===== config.mk =====
export PLATFORM = sky130hd
export DESIGN_NAME = stack_controller_flat
export DESIGN_NICKNAME = d
export VERILOG_FILES = /design/src/rtl/stack_ctrl_pkg.sv /design/src/rtl/stack_controller_if.sv /design/src/rtl/stack_ctrl_decode.sv /design/src/rtl/stack_controller.sv /design/src/flat_wrapper.sv
export SDC_FILE = /design/constraint.sdc
export NUM_CORES = 1
export LEC_CHECK = 0
export CAP_MARGIN = 20
export CORE_UTILIZATION = 49
export CTS_BUF_LIST = sky130_fd_sc_hd__clkbuf_4
export CTS_CLUSTER_DIAMETER = 40
export CTS_CLUSTER_SIZE = 14
export DETAILED_ROUTE_END_ITERATION = 16
export PLACE_DENSITY = 0.89
export SYNTH_ARGS = -nofsm -noshare
export SYNTH_HDL_FRONTEND = slang
export SYNTH_HIERARCHICAL = 1
export SYNTH_SLANG_ARGS = --single-unit
export TNS_END_PERCENT = 1

===== constraint.sdc =====
create_clock -name clk -period 4.33 [get_ports clk]
set_clock_uncertainty 0.15 [all_clocks]
set_input_delay 0.866 -clock clk [delete_from_list [all_inputs] [get_ports clk]]
set_output_delay 0.866 -clock clk [all_outputs]
set_load 0.01 [all_outputs]

===== src/rtl/stack_ctrl_pkg.sv =====
// stack_ctrl_pkg
// This package holds the shared constants and types for the stack machine
// controller:
//   - opcode values for the IR field inst[7:5]
//   - 4-bit FSM state encodings
//   - ALUControl codes and ALUSrcA codes
//   - ctrl_t, the packed bundle of every control output
// Build option: the STKCTRL_PERF_EN macro is consumed by stack_controller,
// not by this package.
package stack_ctrl_pkg;

  localparam logic [2:0] OP_ADD  = 3'b000;
  localparam logic [2:0] OP_SUB  = 3'b001;
  localparam logic [2:0] OP_AND  = 3'b010;
  localparam logic [2:0] OP_NOT  = 3'b011;
  localparam logic [2:0] OP_PUSH = 3'b100;
  localparam logic [2:0] OP_POP  = 3'b101;
  localparam logic [2:0] OP_JMP  = 3'b110;
  localparam logic [2:0] OP_JZ   = 3'b111;

  localparam logic [1:0] ALU_ADD = 2'b00;
  localparam logic [1:0] ALU_SUB = 2'b01;
  localparam logic [1:0] ALU_AND = 2'b10;
  localparam logic [1:0] ALU_NOT = 2'b11;

  localparam logic [1:0] SRCA_PC    = 2'b00;
  localparam logic [1:0] SRCA_CONST = 2'b01;
  localparam logic [1:0] SRCA_AOUT  = 2'b10;

  // Encodings 14 and 15 are unused. They must fall back to IF.
  typedef enum logic [3:0] {
    S_IF      = 4'd0,
    S_ID      = 4'd1,
    S_POP     = 4'd2,
    S_POP_LDA = 4'd3,
    S_LDB     = 4'd4,
    S_LDA     = 4'd5,
    S_EX      = 4'd6,
    S_WB      = 4'd7,
    S_MEMRD   = 4'd8,
    S_PUSHWB  = 4'd9,
    S_MEMWR   = 4'd10,
    S_JMP     = 4'd11,
    S_TOS     = 4'd12,
    S_JZ      = 4'd13
  } state_t;

  typedef struct packed {
    logic       push;
    logic       pop;
    logic       tos;
    logic       pc_write;
    logic       pc_write_cond;
    logic       iord;
    logic       mem_write;
    logic       mem_read;
    logic       ir_write;
    logic       stack_src;
    logic       ld_a;
    logic       ld_b;
    logic [1:0] alu_src_a;
    logic       alu_src_b;
    logic       pc_src;
    logic [1:0] alu_control;
  } ctrl_t;

  // The last state of every instruction. Each of these returns to IF.
  function automatic logic is_terminal(state_t s);
    return (s == S_WB) || (s == S_PUSHWB) || (s == S_MEMWR) ||
           (s == S_JMP) || (s == S_JZ);
  endfunction

endpackage


===== src/rtl/stack_controller_if.sv =====
// stack_controller_if
// This interface carries the bus between the controller and the stack
// machine datapath.
// Signals:
//   - OPC: the opcode from the IR, driven by the datapath
//   - all control strobes and selects, driven by the controller
// Modports:
//   - master: the controller
//   - slave: the datapath
interface stack_controller_if;
  logic [2:0] OPC;
  logic       push;
  logic       pop;
  logic       tos;
  logic       PCWrite;
  logic       PCWriteCond;
  logic       IorD;
  logic       MemWrite;
  logic       MemRead;
  logic       IRWrite;
  logic       StackSrc;
  logic       ldA;
  logic       ldB;
  logic [1:0] ALUSrcA;
  logic       ALUSrcB;
  logic       PCSrc;
  logic [1:0] ALUControl;

  modport master (
    input  OPC,
    output push, pop, tos, PCWrite, PCWriteCond, IorD, MemWrite, MemRead,
           IRWrite, StackSrc, ldA, ldB, ALUSrcA, ALUSrcB, PCSrc, ALUControl
  );

  modport slave (
    output OPC,
    input  push, pop, tos, PCWrite, PCWriteCond, IorD, MemWrite, MemRead,
           IRWrite, StackSrc, ldA, ldB, ALUSrcA, ALUSrcB, PCSrc, ALUControl
  );
endinterface


===== src/rtl/stack_ctrl_decode.sv =====
// stack_ctrl_decode
// This is the combinational Moore output map of the stack controller.
// Ports:
//   - state: the current FSM state
//   - opc:   the opcode, used only to choose the ALU function in EX
//   - ctrl:  the full control bundle
// Any state that does not appear in the case statement drives all outputs to 0.
module stack_ctrl_decode
  import stack_ctrl_pkg::*;
(
  input  state_t     state,
  input  logic [2:0] opc,
  output ctrl_t      ctrl
);

  always_comb begin
    ctrl = '0;
    case (state)
      S_IF: begin
        ctrl.mem_read  = 1'b1;
        ctrl.ir_write  = 1'b1;
        ctrl.pc_write  = 1'b1;
        ctrl.alu_src_a = SRCA_PC;
        ctrl.alu_src_b = 1'b1;
      end
      S_POP:     ctrl.pop = 1'b1;
      S_POP_LDA: begin
        ctrl.pop  = 1'b1;
        ctrl.ld_a = 1'b1;
      end
      S_LDB:     ctrl.ld_b = 1'b1;
      S_LDA:     ctrl.ld_a = 1'b1;
      S_EX: begin
        ctrl.alu_src_a = SRCA_AOUT;
        ctrl.alu_src_b = 1'b0;
        case (opc)
          OP_SUB:  ctrl.alu_control = ALU_SUB;
          OP_AND:  ctrl.alu_control = ALU_AND;
          OP_NOT:  ctrl.alu_control = ALU_NOT;
          default: ctrl.alu_control = ALU_ADD;
        endcase
      end
      S_WB:      ctrl.push = 1'b1;
      S_MEMRD: begin
        ctrl.iord     = 1'b1;
        ctrl.mem_read = 1'b1;
      end
      S_PUSHWB: begin
        ctrl.push      = 1'b1;
        ctrl.stack_src = 1'b1;
      end
      S_MEMWR: begin
        ctrl.iord      = 1'b1;
        ctrl.mem_write = 1'b1;
      end
      S_JMP: begin
        ctrl.pc_src   = 1'b1;
        ctrl.pc_write = 1'b1;
      end
      S_TOS:     ctrl.tos = 1'b1;
      S_JZ: begin
        ctrl.pc_src        = 1'b1;
        ctrl.pc_write_cond = 1'b1;
      end
      default:   ctrl = '0;
    endcase
  end

endmodule


===== src/rtl/stack_controller.sv =====
// stack_controller
// This is the multicycle Moore control unit for an 8-bit stack machine.
// Ports:
//   - clk, rst: the clock and an asynchronous active-high reset
//   - bus:      the stack_controller_if master modport (OPC in, controls out)
//   - retired:  a 16-bit saturating count of retired instructions
//               (present only when STKCTRL_PERF_EN is defined)
// Build option: STKCTRL_PERF_EN adds the retired-instruction counter.
// The FSM is the same with or without it.
module stack_controller
  import stack_ctrl_pkg::*;
(
  input  logic                clk,
  input  logic                rst,
  stack_controller_if.master  bus
`ifdef STKCTRL_PERF_EN
  ,
  output logic [15:0]         retired
`endif
);

  state_t state_q;
  state_t state_d;
  ctrl_t  ctrl_raw;
  ctrl_t  ctrl_out;

  always_ff @(posedge clk or posedge rst) begin
    if (rst) state_q <= S_IF;
    else     state_q <= state_d;
  end

  // OPC is read in every state after ID. The IR only loads in IF, so OPC
  // stays stable for the whole instruction.
  always_comb begin
    state_d = S_IF;
    case (state_q)
      S_IF: state_d = S_ID;
      S_ID: begin
        case (bus.OPC)
          OP_PUSH: state_d = S_MEMRD;
          OP_JMP:  state_d = S_JMP;
          OP_JZ:   state_d = S_TOS;
          default: state_d = S_POP;
        endcase
      end
      S_POP: begin
        if (bus.OPC == OP_ADD || bus.OPC == OP_SUB || bus.OPC == OP_AND)
          state_d = S_POP_LDA;
        else
          state_d = S_LDA;
      end
      S_POP_LDA: state_d = S_LDB;
      S_LDB:     state_d = S_EX;
      S_LDA: begin
        case (bus.OPC)
          OP_NOT:  state_d = S_EX;
          OP_POP:  state_d = S_MEMWR;
          OP_JZ:   state_d = S_JZ;
          default: state_d = S_IF;
        endcase
      end
      S_EX:      state_d = S_WB;
      S_MEMRD:   state_d = S_PUSHWB;
      S_TOS:     state_d = S_LDA;
      default:   state_d = S_IF;
    endcase
  end

  stack_ctrl_decode u_decode (
    .state (state_q),
    .opc   (bus.OPC),
    .ctrl  (ctrl_raw)
  );

  // While rst is held, the state register already reads IF. The IF strobes
  // must stay quiet anyway, so the outputs are gated by rst directly.
  assign ctrl_out = rst ? '0 : ctrl_raw;

  assign bus.push        = ctrl_out.push;
  assign bus.pop         = ctrl_out.pop;
  assign bus.tos         = ctrl_out.tos;
  assign bus.PCWrite     = ctrl_out.pc_write;
  assign bus.PCWriteCond = ctrl_out.pc_write_cond;
  assign bus.IorD        = ctrl_out.iord;
  assign bus.MemWrite    = ctrl_out.mem_write;
  assign bus.MemRead     = ctrl_out.mem_read;
  assign bus.IRWrite     = ctrl_out.ir_write;
  assign bus.StackSrc    = ctrl_out.stack_src;
  assign bus.ldA         = ctrl_out.ld_a;
  assign bus.ldB         = ctrl_out.ld_b;
  assign bus.ALUSrcA     = ctrl_out.alu_src_a;
  assign bus.ALUSrcB     = ctrl_out.alu_src_b;
  assign bus.PCSrc       = ctrl_out.pc_src;
  assign bus.ALUControl  = ctrl_out.alu_control;

`ifdef STKCTRL_PERF_EN
  logic [15:0] retired_q;

  always_ff @(posedge clk or posedge rst) begin
    if (rst)
      retired_q <= 16'd0;
    else if (is_terminal(state_q) && (state_d == S_IF) && (retired_q != 16'hFFFF))
      retired_q <= retired_q + 16'd1;
  end

  assign retired = retired_q;
`endif

endmodule

===== src/flat_wrapper.sv =====
// flat-port wrapper written by rule: the top's interface ports become plain ports
module stack_controller_flat import stack_ctrl_pkg::*;
  (clk, rst, bus_OPC, bus_push, bus_pop, bus_tos, bus_PCWrite, bus_PCWriteCond, bus_IorD, bus_MemWrite, bus_MemRead, bus_IRWrite, bus_StackSrc, bus_ldA, bus_ldB, bus_ALUSrcA, bus_ALUSrcB, bus_PCSrc, bus_ALUControl);
  stack_controller_if bus_i ();
  input  logic clk;
  input  logic rst;
  input wire logic [$bits(bus_i.OPC)-1:0] bus_OPC;
  output wire logic [$bits(bus_i.push)-1:0] bus_push;
  output wire logic [$bits(bus_i.pop)-1:0] bus_pop;
  output wire logic [$bits(bus_i.tos)-1:0] bus_tos;
  output wire logic [$bits(bus_i.PCWrite)-1:0] bus_PCWrite;
  output wire logic [$bits(bus_i.PCWriteCond)-1:0] bus_PCWriteCond;
  output wire logic [$bits(bus_i.IorD)-1:0] bus_IorD;
  output wire logic [$bits(bus_i.MemWrite)-1:0] bus_MemWrite;
  output wire logic [$bits(bus_i.MemRead)-1:0] bus_MemRead;
  output wire logic [$bits(bus_i.IRWrite)-1:0] bus_IRWrite;
  output wire logic [$bits(bus_i.StackSrc)-1:0] bus_StackSrc;
  output wire logic [$bits(bus_i.ldA)-1:0] bus_ldA;
  output wire logic [$bits(bus_i.ldB)-1:0] bus_ldB;
  output wire logic [$bits(bus_i.ALUSrcA)-1:0] bus_ALUSrcA;
  output wire logic [$bits(bus_i.ALUSrcB)-1:0] bus_ALUSrcB;
  output wire logic [$bits(bus_i.PCSrc)-1:0] bus_PCSrc;
  output wire logic [$bits(bus_i.ALUControl)-1:0] bus_ALUControl;
  assign bus_i.OPC = bus_OPC;
  assign bus_push = bus_i.push;
  assign bus_pop = bus_i.pop;
  assign bus_tos = bus_i.tos;
  assign bus_PCWrite = bus_i.PCWrite;
  assign bus_PCWriteCond = bus_i.PCWriteCond;
  assign bus_IorD = bus_i.IorD;
  assign bus_MemWrite = bus_i.MemWrite;
  assign bus_MemRead = bus_i.MemRead;
  assign bus_IRWrite = bus_i.IRWrite;
  assign bus_StackSrc = bus_i.StackSrc;
  assign bus_ldA = bus_i.ldA;
  assign bus_ldB = bus_i.ldB;
  assign bus_ALUSrcA = bus_i.ALUSrcA;
  assign bus_ALUSrcB = bus_i.ALUSrcB;
  assign bus_PCSrc = bus_i.PCSrc;
  assign bus_ALUControl = bus_i.ALUControl;
  stack_controller u_core (.clk(clk), .rst(rst), .bus(bus_i));
endmodule

Word level (Yosys, flattened, before mapping)
Index checks and enable logic that the tools add are counted.

operators by class
  equality and inequality tests = 20
  mux-type cells = 21
  reductions and logical operators = 11

operators by type and width
  operator            number
  $pmux 4 s9          1
  $eq 4x4->1 const B  6
  $pmux 4 s3          2
  $mux 18             1
  $eq 4x3->1 const B  4
  $reduce_or 2->1     7
  $mux 1              13
  $eq 3x3->1 const B  4
  $eq 4x2->1 const B  2
  $eq 3x2->1 const B  2
  $pmux 2 s3          1
  $pmux 3 s2          1
  $eq 4x1->1 const B  1
  $logic_not 4->1     1
  $eq 3x1->1 const B  1
  $logic_not 3->1     1
  $mux 3              1
  $logic_or 1x1->1    2
  $mux 2              1

word-level totals
  bits in registers = 4
  input port bits = 5

Longest topological paths before layout
Gate-level depths: netlist of the first run.

  depth in word-level cells = 5
  depth in mapped cells = 4
  gate-level depth less buffers = 3

By module
The synthesis of the first run kept the hierarchy.

by module, submodules not included
  module             times used  cells each  area an instance (µm²)  sequential area each (µm²)
  stack_controller   1           59          454.2                   100.1
  stack_ctrl_decode  1           31          183.9                   0.0

Worst setup path after synthesis of the first run
Ideal clock, no wire load.

  path type = input to output
  start point = in rst
  end point = out bus_IRWrite
  arrival = 1.250 ns
  required time = 3.314 ns
  path slack = 2.064 ns
  cell stages on the path = 2
  path buffers = 1
  cells stage by stage = clkbuf_1 -> nor2b_1

between the ends
  word-level cells in the longest chain between the ends = 1

ends and longest elaborated chain
  item                line                    text
  start: declaration  flat_wrapper.sv:6       input logic rst;
  $mux 18             stack_controller.sv:77  assign ctrl_out = rst ? '0 : ctrl_raw;
  end: declaration    flat_wrapper.sv:16      output wire logic [$bits(bus_i.IRWrite)-1:0] bus_IRWrite;

Every way passes these cells.

Worst setup path after layout of the first run
  start point = in rst
  end point = out bus_MemWrite

between the ends
  word-level cells in the longest chain between the ends = 1

ends and longest elaborated chain
  item              line                    text
  $mux 18           stack_controller.sv:77
  end: declaration  flat_wrapper.sv:14      output wire logic [$bits(bus_i.MemWrite)-1:0] bus_MemWrite;

Every way passes these cells.

==> metrics.txt, run 1 <==
detailed router's first-iteration violation count=3; final routed wire length divided by cell count=11.03 microns; total routed wirelength=1302 microns; most common cell after layout, fill and taps aside=sky130_fd_sc_hd__clkdlybuf4s50_1; maximum fanout along the worst path=19; number of synthesized register bits=4; area overhead of the layout relative to synthesis=30.00%; pin slew with the least headroom to its limit=655.9 ps; number of placed I/O pins=23; effective utilization at floorplan=55.19%; cell area after technology mapping=638.1 sq um; arrival time at the worst endpoint=2420 ps; cts bufs inserted=3; cell taking the most area after synthesis=sky130_fd_sc_hd__nor2b_1; combined global-route utilization of all metal layers=21.35%; total placed cells including tap cells=115; Core Rows=12; worst min path class=reg -> reg; routed vias=633; final non-filler cell total=118; most used cells in the layout excluding fill and tap cells=sky130_fd_sc_hd__clkdlybuf4s50_1 (21), sky130_fd_sc_hd__nor2b_1 (19), sky130_fd_sc_hd__nor2_1 (8), sky130_fd_sc_hd__nand2_1 (6); CTS-repair resized insts=0; final period utilization=79.27%; routability congestion estimate from global placement=0.7463; Largest regs=u_core/state_q (4); Max Clk Rate=0.2914 GHz; Period minus WS final=3432 ps; Antenna Nets Post-Route=0; met3 WL=36 microns; CORE AREA=1156 sq um; Sinks on Clock Net=4; Max clock buf depth=2; post-CTS setup-driven buffer insertion count=0; Clock Pin Slew Worst Setup and Hold Paths=30 ps; top routing layer in use=met3; Mapped Nets=95; Die H=38.09 microns; sequential area share after synthesis=15.69%; via count of the first global-routing pass=496; Die X=38.09 microns; post-detailed-route DRC marker count=0; metal2 WL=652 microns; Hold Vio Cnt, Final=0; setup violators final=0; setup TNS=0 ps; CTS Root Cell=sky130_fd_sc_hd__clkbuf_4; GR Overflow Total=0; maximum VDD drop=362.0 uV; YS warnings=6; cells taking the most area after synthesis=sky130_fd_sc_hd__nor2b_1 (19%), sky130_fd_sc_hd__dfrtp_1 (16%), sky130_fd_sc_hd__nor3b_1 (5.9%), sky130_fd_sc_hd__nand2b_1 (4.9%), sky130_fd_sc_hd__nor2_1 (4.7%); CTS tree=yes; status=completed; first-pass GRT wire length=2125 microns; fraction of final layout cells with drive strength greater than 1=6.731%; top cell type's share of synthesized area=18.63%; pin count of the biggest net entering global routing=22; register with the most flip-flops=u_core/state_q; Die ar.=1450 sq um; headroom to the max-slew limit=56.28%; leakage power=0.3126 nW; Max-Cap Viols=0; setup repair after global routing missed its margin=false; dpl hpwl=994.2 microns; Async SR Flop Fraction=100.0%; count of different cell masters after synthesis=35; # port buffers=21; number of nets in the final layout=111; Hold Worst Slack=719.0 ps; power density relative to cell area=542.1 nW/um^2; number of buffers inserted by hold repair at cts=0; Post-synth EDFFs=0; final max-slew violation count=0; mean instance size in the synthesized netlist=7.090 sq um; Mapped Cells=90; final core utilization=71.75%; antenna violations before repair=0; clock latency reported for the late side of the worst-skew pair=220 ps; most instantiated flip-flop cell in the synthesis netlist=sky130_fd_sc_hd__dfrtp_1; iteration count of the initial detailed-routing pass=4; critical path class=in -> out; met1 wire length=613 microns; Max H-tree Level=1; endpoint class of the critical path=output port; startpoint class of the critical path=primary input; via density per instance=5.364; flip-flop count of the largest register, all copies and words added=4; endpoint required time on the critical path=3310 ps; # diodes=0
path summary, 6_finish.rpt:
kind,from,end,slack (ps),depth (start not counted)
setup reg to reg,u_core/state_q[0],u_core/state_q[0],2540,3
setup / recovery,rst,bus_MemWrite,900,3
hold / removal,u_core/state_q[3],u_core/state_q[1],720,1
max in group asynchronous,rst,u_core/state_q[1],2710,2
hold reg to reg,u_core/state_q[3],u_core/state_q[1],720,1
min in group asynchronous,rst,u_core/state_q[2],1140,2
final cells by class:
cell class,count,area [sq um]
multi-input combinational,71,460.4
sequential,4,100.1
inverter,5,18.77
timing repair buffer,21,210.2
fill,111,326.6
clock buffer,3,22.52
tap,14,17.52
power breakdown:
part,switching (W),internal (W)
Combinational,0.000107,0.000154
Sequential,0.0000906,0.0000550
Clock,0.0000120,0.0000308
Total,0.000209,0.000240
synthesized netlist by cell type, drive strengths merged (2+ instances only):
library cell  number
buf                8
clkbuf             2
dfrtp              4
inv                5
nand2              7
nand2b             5
nor2               8
nor2b             19
nor3               4
nor3b              5
nor4               2
o21ai              2
xnor2              2
worst max-delay path, cell delays in order:
cell,delay [ps]
sky130_fd_sc_hd__clkdlybuf4s50_1,720
sky130_fd_sc_hd__nor2b_1,250
sky130_fd_sc_hd__clkdlybuf4s50_1,570
logic make-up (layout without fill, tap and decap cells):
kind of cell	Yosys count	in the layout	share of synthesized area, %
other	1	1	0.5877
flip-flops	4	4	15.69
XOR/XNOR	2	2	2.746
buffers and inverters	15	29	12.16
AND/OR/NAND/NOR	54	54	51.37
AO/OA/AOI/OAI	13	13	15.69
multiplexers	1	1	1.765
metal layers:
layer / up-vias / GRT usage [%]
li1: 330 / -
met1: 289 / 26.18
met2: 14 / 36.86
met3: 0 / 3.488
met4: 0 / 8.036
met5: - / 0
through the flow:
stage / total power, W / setup slack [ps] / area, sq um
global placement: 0.0003958 / 958.1 / 807.0
CTS: 0.0004520 / 893.8 / 829.5
floorplan: 0.0003457 / 2064 / 638.1
global route: 0.0004882 / 754.4 / 829.5
detailed placement: 0.0004074 / 895.1 / 807.0
finish: 0.0004497 / 897.8 / 829.5
Power figures use the tool's default switching activity.
==> run 2, diff against run 1 <==
--- a/config.mk
+++ b/config.mk
@@ -6,12 +6,12 @@
 export NUM_CORES = 1
 export LEC_CHECK = 0
 export CAP_MARGIN = 20
-export CORE_UTILIZATION = 49
+export CORE_UTILIZATION = 45
 export CTS_BUF_LIST = sky130_fd_sc_hd__clkbuf_4
 export CTS_CLUSTER_DIAMETER = 40
 export CTS_CLUSTER_SIZE = 14
 export DETAILED_ROUTE_END_ITERATION = 16
-export PLACE_DENSITY = 0.89
+export PLACE_DENSITY = 0.82
 export SYNTH_ARGS = -nofsm -noshare
 export SYNTH_HDL_FRONTEND = slang
 export SYNTH_HIERARCHICAL = 1
==> constraint.sdc (replaced) <==
create_clock -name clk -period 3.4 [get_ports clk]
set_clock_uncertainty 0.15 [all_clocks]
set_input_delay 0.68 -clock clk [delete_from_list [all_inputs] [get_ports clk]]
set_output_delay 0.68 -clock clk [all_outputs]
set_load 0.01 [all_outputs]
==> run 2 against run 1 <==
Effect of this change: first-iteration DRC count is the same; count of clock-buffer cells in the layout unchanged; core utilization is 8.7 points lower; register-to-register slack got worse by 890 ps; worst hold slack got worse by 10 ps; combinational power increased by 25%; largest power group unchanged; sequential cell count stayed put; total power rose by 27%; critical path type unchanged; setup slack worse by 520 ps; critical path depth rose by 1; final area is 0.15% higher; largest cell class unchanged; clock power rose by 37%.
==> metrics.txt, run 2 (synthesized netlist as in run 1, its figures left out) <==
status=completed; effective utilization at floorplan=48.43%; area overhead of the layout relative to synthesis=30.20%; cts bufs inserted=3; routability congestion estimate from global placement=0.7093; CTS tree=yes; worst-case setup slack after placement=374.6 ps; number of buffers inserted by hold repair at cts=0; pin count of the biggest net entering global routing=22; Die X=39.66 microns; flip-flop count of the largest register, all copies and words added=4; endpoint class of the critical path=output port; final max-slew violation count=0; setup repair after global routing missed its margin=false; endpoint required time on the critical path=2570 ps; number of placed I/O pins=23; fraction of final layout cells with drive strength greater than 1=6.731%; setup violators final=0; number of nets in the final layout=111; Filler cells=132; GR Overflow Total=0; Max clock buf depth=2; arrival time at the worst endpoint=2190 ps; Period minus WS final=3020 ps; iteration count of the initial detailed-routing pass=2; routed vias=611; critical path's slowest cell=sky130_fd_sc_hd__clkdlybuf4s50_1; final period utilization=88.81%; CORE AREA=1318 sq um; leakage power=0.3126 nW; critical path class=in -> out; first-pass GRT wire length=2097 microns; Sinks on Clock Net=4; total routed wirelength=1278 microns; setup TNS=0 ps; Max H-tree Level=1; Max-Cap Viols=0; final non-filler cell total=119; Die ar.=1573 sq um; Final Instance Area=830.8 sq um; via density per instance=5.134; maximum fanout along the worst path=8; Max Clk Rate=0.3312 GHz; CTS-repair resized insts=0; Slowest Stage Delay on Critical Path=600 ps; CTS Root Cell=sky130_fd_sc_hd__clkbuf_4; min setup slack post-route=380.5 ps; detailed router's first-iteration violation count=3; combined global-route utilization of all metal layers=19.43%; most used cells in the layout excluding fill and tap cells=sky130_fd_sc_hd__clkdlybuf4s50_1 (21), sky130_fd_sc_hd__nor2b_1 (19), sky130_fd_sc_hd__nor2_1 (8), sky130_fd_sc_hd__nand2_1 (6); most frequent CP cell=sky130_fd_sc_hd__clkdlybuf4s50_1; Hold Vio Cnt, Final=0; Antenna Nets Post-Route=0; cell breakdown of the critical path=clkdlybuf4s50_1 -> nor3b_1 -> nor2b_1 -> clkdlybuf4s50_1; post-detailed-route DRC marker count=0; Largest regs=u_core/state_q (4); headroom to the max-slew limit=56.90%; dpl hpwl=898.8 microns; most common cell after layout, fill and taps aside=sky130_fd_sc_hd__clkdlybuf4s50_1; power density relative to cell area=687.0 nW/um^2; antenna violations before repair=0; # diodes=0; worst min path class=reg -> reg; placement-stage cell area=808.3 sq um; pin slew with the least headroom to its limit=646.5 ps; maximum VDD drop=364.7 uV; Core Rows=13; clock latency reported for the late side of the worst-skew pair=230 ps; # port buffers=21; startpoint class of the critical path=primary input; post-CTS setup-driven buffer insertion count=0; final routed wire length divided by cell count=10.74 microns; Die H=39.66 microns; Clock Pin Slew Worst Setup and Hold Paths=40 ps; total placed cells including tap cells=116; register with the most flip-flops=u_core/state_q; via count of the first global-routing pass=499
-- run 2: final timing paths --
path	from	endpoint	slack [ps]	depth (start not counted)
min in group asynchronous	rst	u_core/state_q[0]	910	2
worst max register to register	u_core/state_q[0]	u_core/state_q[0]	1650	3
max in group asynchronous	rst	u_core/state_q[1]	2010	2
worst min register to register	u_core/state_q[2]	u_core/state_q[3]	710	1
worst min-delay path	u_core/state_q[2]	u_core/state_q[3]	710	1
worst max-delay path	bus_OPC[0]	bus_ALUControl[0]	380	4
-- run 2: where the power goes --
group | total [W] | internal [W] | switching (W)
Clock | 0.0000587 | 0.0000395 | 0.0000192
Sequential | 0.000186 | 0.0000699 | 0.000116
Combinational | 0.000326 | 0.000197 | 0.000130
Total | 0.000571 | 0.000306 | 0.000265
-- run 2: layout make-up --
cell class,count,area (sq um),share of cell area [%]
Timing Repair Buffer,21,210.2,25.30
Sequential cell,4,100.1,12.05
Inverter,5,18.77,2.259
Multi-Input combinational cell,71,460.4,55.42
Tap cell,15,18.77,2.259
Clock buffer,3,22.52,2.711
-- run 2: worst max-delay path: cells and delay by family --
family                 cells  cell delay (ps)
buffers and inverters      2             1150
AND/OR/NAND/NOR            2              350
-- run 2: stage by stage --
step	util [%]	hold slack, ps	total power, W
2_1_floorplan	-	404.0	0.0004403
3_3_place_gp	61.35	692.9	0.0005014
3_5_place_dp	61.35	699.2	0.0005169
4_1_cts	63.06	704.4	0.0005784
5_1_grt	63.06	765.1	0.0006325
6_report	63.06	709.0	0.0005707
-- run 2: routing by layer --
metal  wire [microns]  GRT usage (%)  part of all wire (%)
met4               14          5.172                   1.1
met1              547          22.18                    43
met5                0              0                     0
met3               55          5.682                   4.3
met2              661          34.43                    52
==> run 3, diff against run 2 <==
--- a/config.mk
+++ b/config.mk
@@ -6,12 +6,14 @@
 export NUM_CORES = 1
 export LEC_CHECK = 0
 export CAP_MARGIN = 20
-export CORE_UTILIZATION = 45
+export CORE_AREA = 2 2 39 41
 export CTS_BUF_LIST = sky130_fd_sc_hd__clkbuf_4
 export CTS_CLUSTER_DIAMETER = 40
 export CTS_CLUSTER_SIZE = 14
 export DETAILED_ROUTE_END_ITERATION = 16
-export PLACE_DENSITY = 0.82
+export DIE_AREA = 0 0 41 43
+export DONT_BUFFER_PORTS = 1
+export PLACE_DENSITY = 0.65
 export SYNTH_ARGS = -nofsm -noshare
 export SYNTH_HDL_FRONTEND = slang
 export SYNTH_HIERARCHICAL = 1
==> run 3 against run 2 <==
Effect of this change: critical path depth fell by 1; total power fell by 13%; cell count fell by 17%; setup slack improved by 490 ps; core utilization fell by 18 points; wire length fell by 9.6%; fmax rose by 20%; first-iteration DRC count did not move; non-clock buffer count fell by 21; final area fell by 25%; via count fell by 10%; count of clock-buffer cells in the layout did not move; largest cell class unchanged.
==> metrics.txt, run 3 (synthesized netlist as in run 1, its figures left out) <==
Clock Pin Slew Worst Setup and Hold Paths=40 ps; clock latency reported for the late side of the worst-skew pair=230 ps; critical path class=reg -> out; CTS Root Cell=sky130_fd_sc_hd__clkbuf_4; critical path's slowest cell=sky130_fd_sc_hd__dfrtp_1; Die ar.=1763 sq um; pin count of the biggest net entering global routing=22; status=completed; worst min path class=in -> async; Max H-tree Level=1; first-pass GRT wire length=2001 microns; cts bufs inserted=3; maximum VDD drop=326.7 uV; detailed router's first-iteration violation count=3; Antenna Nets Post-Route=0; arrival time at the worst endpoint=1700 ps; maximum fanout along the worst path=21; cell internal power dissipation=0.0002502 W; final max-slew violation count=0; Max-Cap Viols=0; GR Overflow Total=0; area overhead of the layout relative to synthesis=-2.549%; worst reg2reg startpoint=u_core/state_q[0]; via count of the first global-routing pass=484; part of the total power dissipated in sequential elements=37.1%; Sinks on Clock Net=4; startpoint class of the critical path=flip-flop; Final Instance Area=621.8 sq um; most common cell after layout, fill and taps aside=sky130_fd_sc_hd__nor2b_1; effective utilization at floorplan=46.11%; leakage power=0.2386 nW; pin slew with the least headroom to its limit=640.2 ps; Core Rows=14; net switching power=0.0002487 W; headroom to the max-slew limit=57.32%; number of nets in the final layout=90; endpoint of the lowest-slack register-to-register path=u_core/state_q[0]; CORE AREA=1384 sq um; setup repair after global routing missed its margin=false; Largest regs=u_core/state_q (4); CTS-repair resized insts=0; # port buffers=0; Period minus WS final=2527 ps; combined global-route utilization of all metal layers=16.48%; register with the most flip-flops=u_core/state_q; placement-stage cell area=599.3 sq um; Hold Vio Cnt, Final=0; Max Clk Rate=0.3958 GHz; post-CTS setup-driven buffer insertion count=0; routed vias=549; Gate power share=51.5%; fraction of final layout cells with drive strength greater than 1=8.434%; total routed wirelength=1155 microns; CTS tree=yes; met2 usage=25.94%; Die H=43 microns; endpoint class of the critical path=output port; Max clock buf depth=2; via density per instance=5.545; number of placed I/O pins=23; setup violators final=0; cell breakdown of the critical path=nand4bb_1 -> nor3b_1 -> nor2b_1; net switching share of the total power=49.85%; total design power=0.0004989 W; kind of cell with the highest combined delay on the critical path=flip-flops; CP Buf/Inv Count=0; power density relative to cell area=802.3 nW/um^2; routability congestion estimate from global placement=0.7504; post-detailed-route DRC marker count=0; final period utilization=74.32%; most used cells in the layout excluding fill and tap cells=sky130_fd_sc_hd__nor2b_1 (19), sky130_fd_sc_hd__nor2_1 (8), sky130_fd_sc_hd__nand2_1 (6); origin of the worst setup path=u_core/state_q[1]; final routed wire length divided by cell count=11.67 microns; register-to-register path setup slack=1670 ps; iteration count of the initial detailed-routing pass=4; antenna violations before repair=0; number of buffers inserted by hold repair at cts=0; dpl hpwl=833.7 microns; clock group share of total power=11.4%; met3 track demand over resource in global routing=3.665%; Slowest Stage Delay on Critical Path=740 ps; count of cells along the worst register-to-register path=3; Most Crowded Layer GR=met2; flip-flop count of the largest register, all copies and words added=4; Die X=41 microns; endpoint required time on the critical path=2570 ps; # diodes=0; grt met1 use=19.08%; setup TNS=0 ps
## run 3: cell types whose count changed in the layout (fill, tap and decap cells not counted), sizes merged
cell           change
clkdlybuf4s50     -21
## run 3: area by class of cell
| type | count | area [sq um] |
|---|---|---|
| inverters | 5 | 18.77 |
| clock buffers | 3 | 22.52 |
| well taps | 16 | 20.02 |
| fillers | 146 | 762.0 |
| multi-input cells | 71 | 460.4 |
| flip-flops and latches | 4 | 100.1 |
## run 3: worst max-delay path by stage
stage / slack, ps / to / cells past startpoint
after global routing: 710 / bus_ALUControl[1] / 3
final: 870 / bus_ALUControl[1] / 3
after detailed placement: 1120 / bus_ALUControl[1] / 3
after CTS: 850 / bus_ALUControl[1] / 3
after global placement: 1160 / bus_ALUControl[0] / 3
after floorplan: 1430 / bus_PCWrite / 4
## run 3: layer usage
layer | routed length (microns) | up-vias
met4 | 17 | 0
li1 | - | 285
met2 | 581 | 16
met3 | 69 | 2
met5 | 0 | -
met1 | 486 | 246
## run 3: per-stage QoR
stage	worst slack [ps]	utilization [%]	hold WS (ps)	cells
2_1_floorplan	1425	-	404.0	90
3_3_place_gp	1165	43.31	306.6	96
3_5_place_dp	1117	43.31	305.9	96
4_1_cts	854.8	44.94	60.16	99
5_1_grt	710.2	44.94	96.08	99
6_report	873.2	44.94	67.42	99
## run 3: power by group through the flow
stage	Combinational (W)	Sequential (W)	Clock (W)
2_1_floorplan	0.000352	0.0000885	0
3_3_place_gp	0.000254	0.000184	0
3_5_place_dp	0.000258	0.000186	0
4_1_cts	0.000260	0.000186	0.0000596
5_1_grt	0.000289	0.000203	0.0000598
6_report	0.000257	0.000185	0.0000571
## run 3: worst register-to-register path: stages (launching register included)
cell and delay [ps]:
sky130_fd_sc_hd__dfrtp_1 740, sky130_fd_sc_hd__nand2_4 80, sky130_fd_sc_hd__or4_4 500, sky130_fd_sc_hd__o221ai_2 160
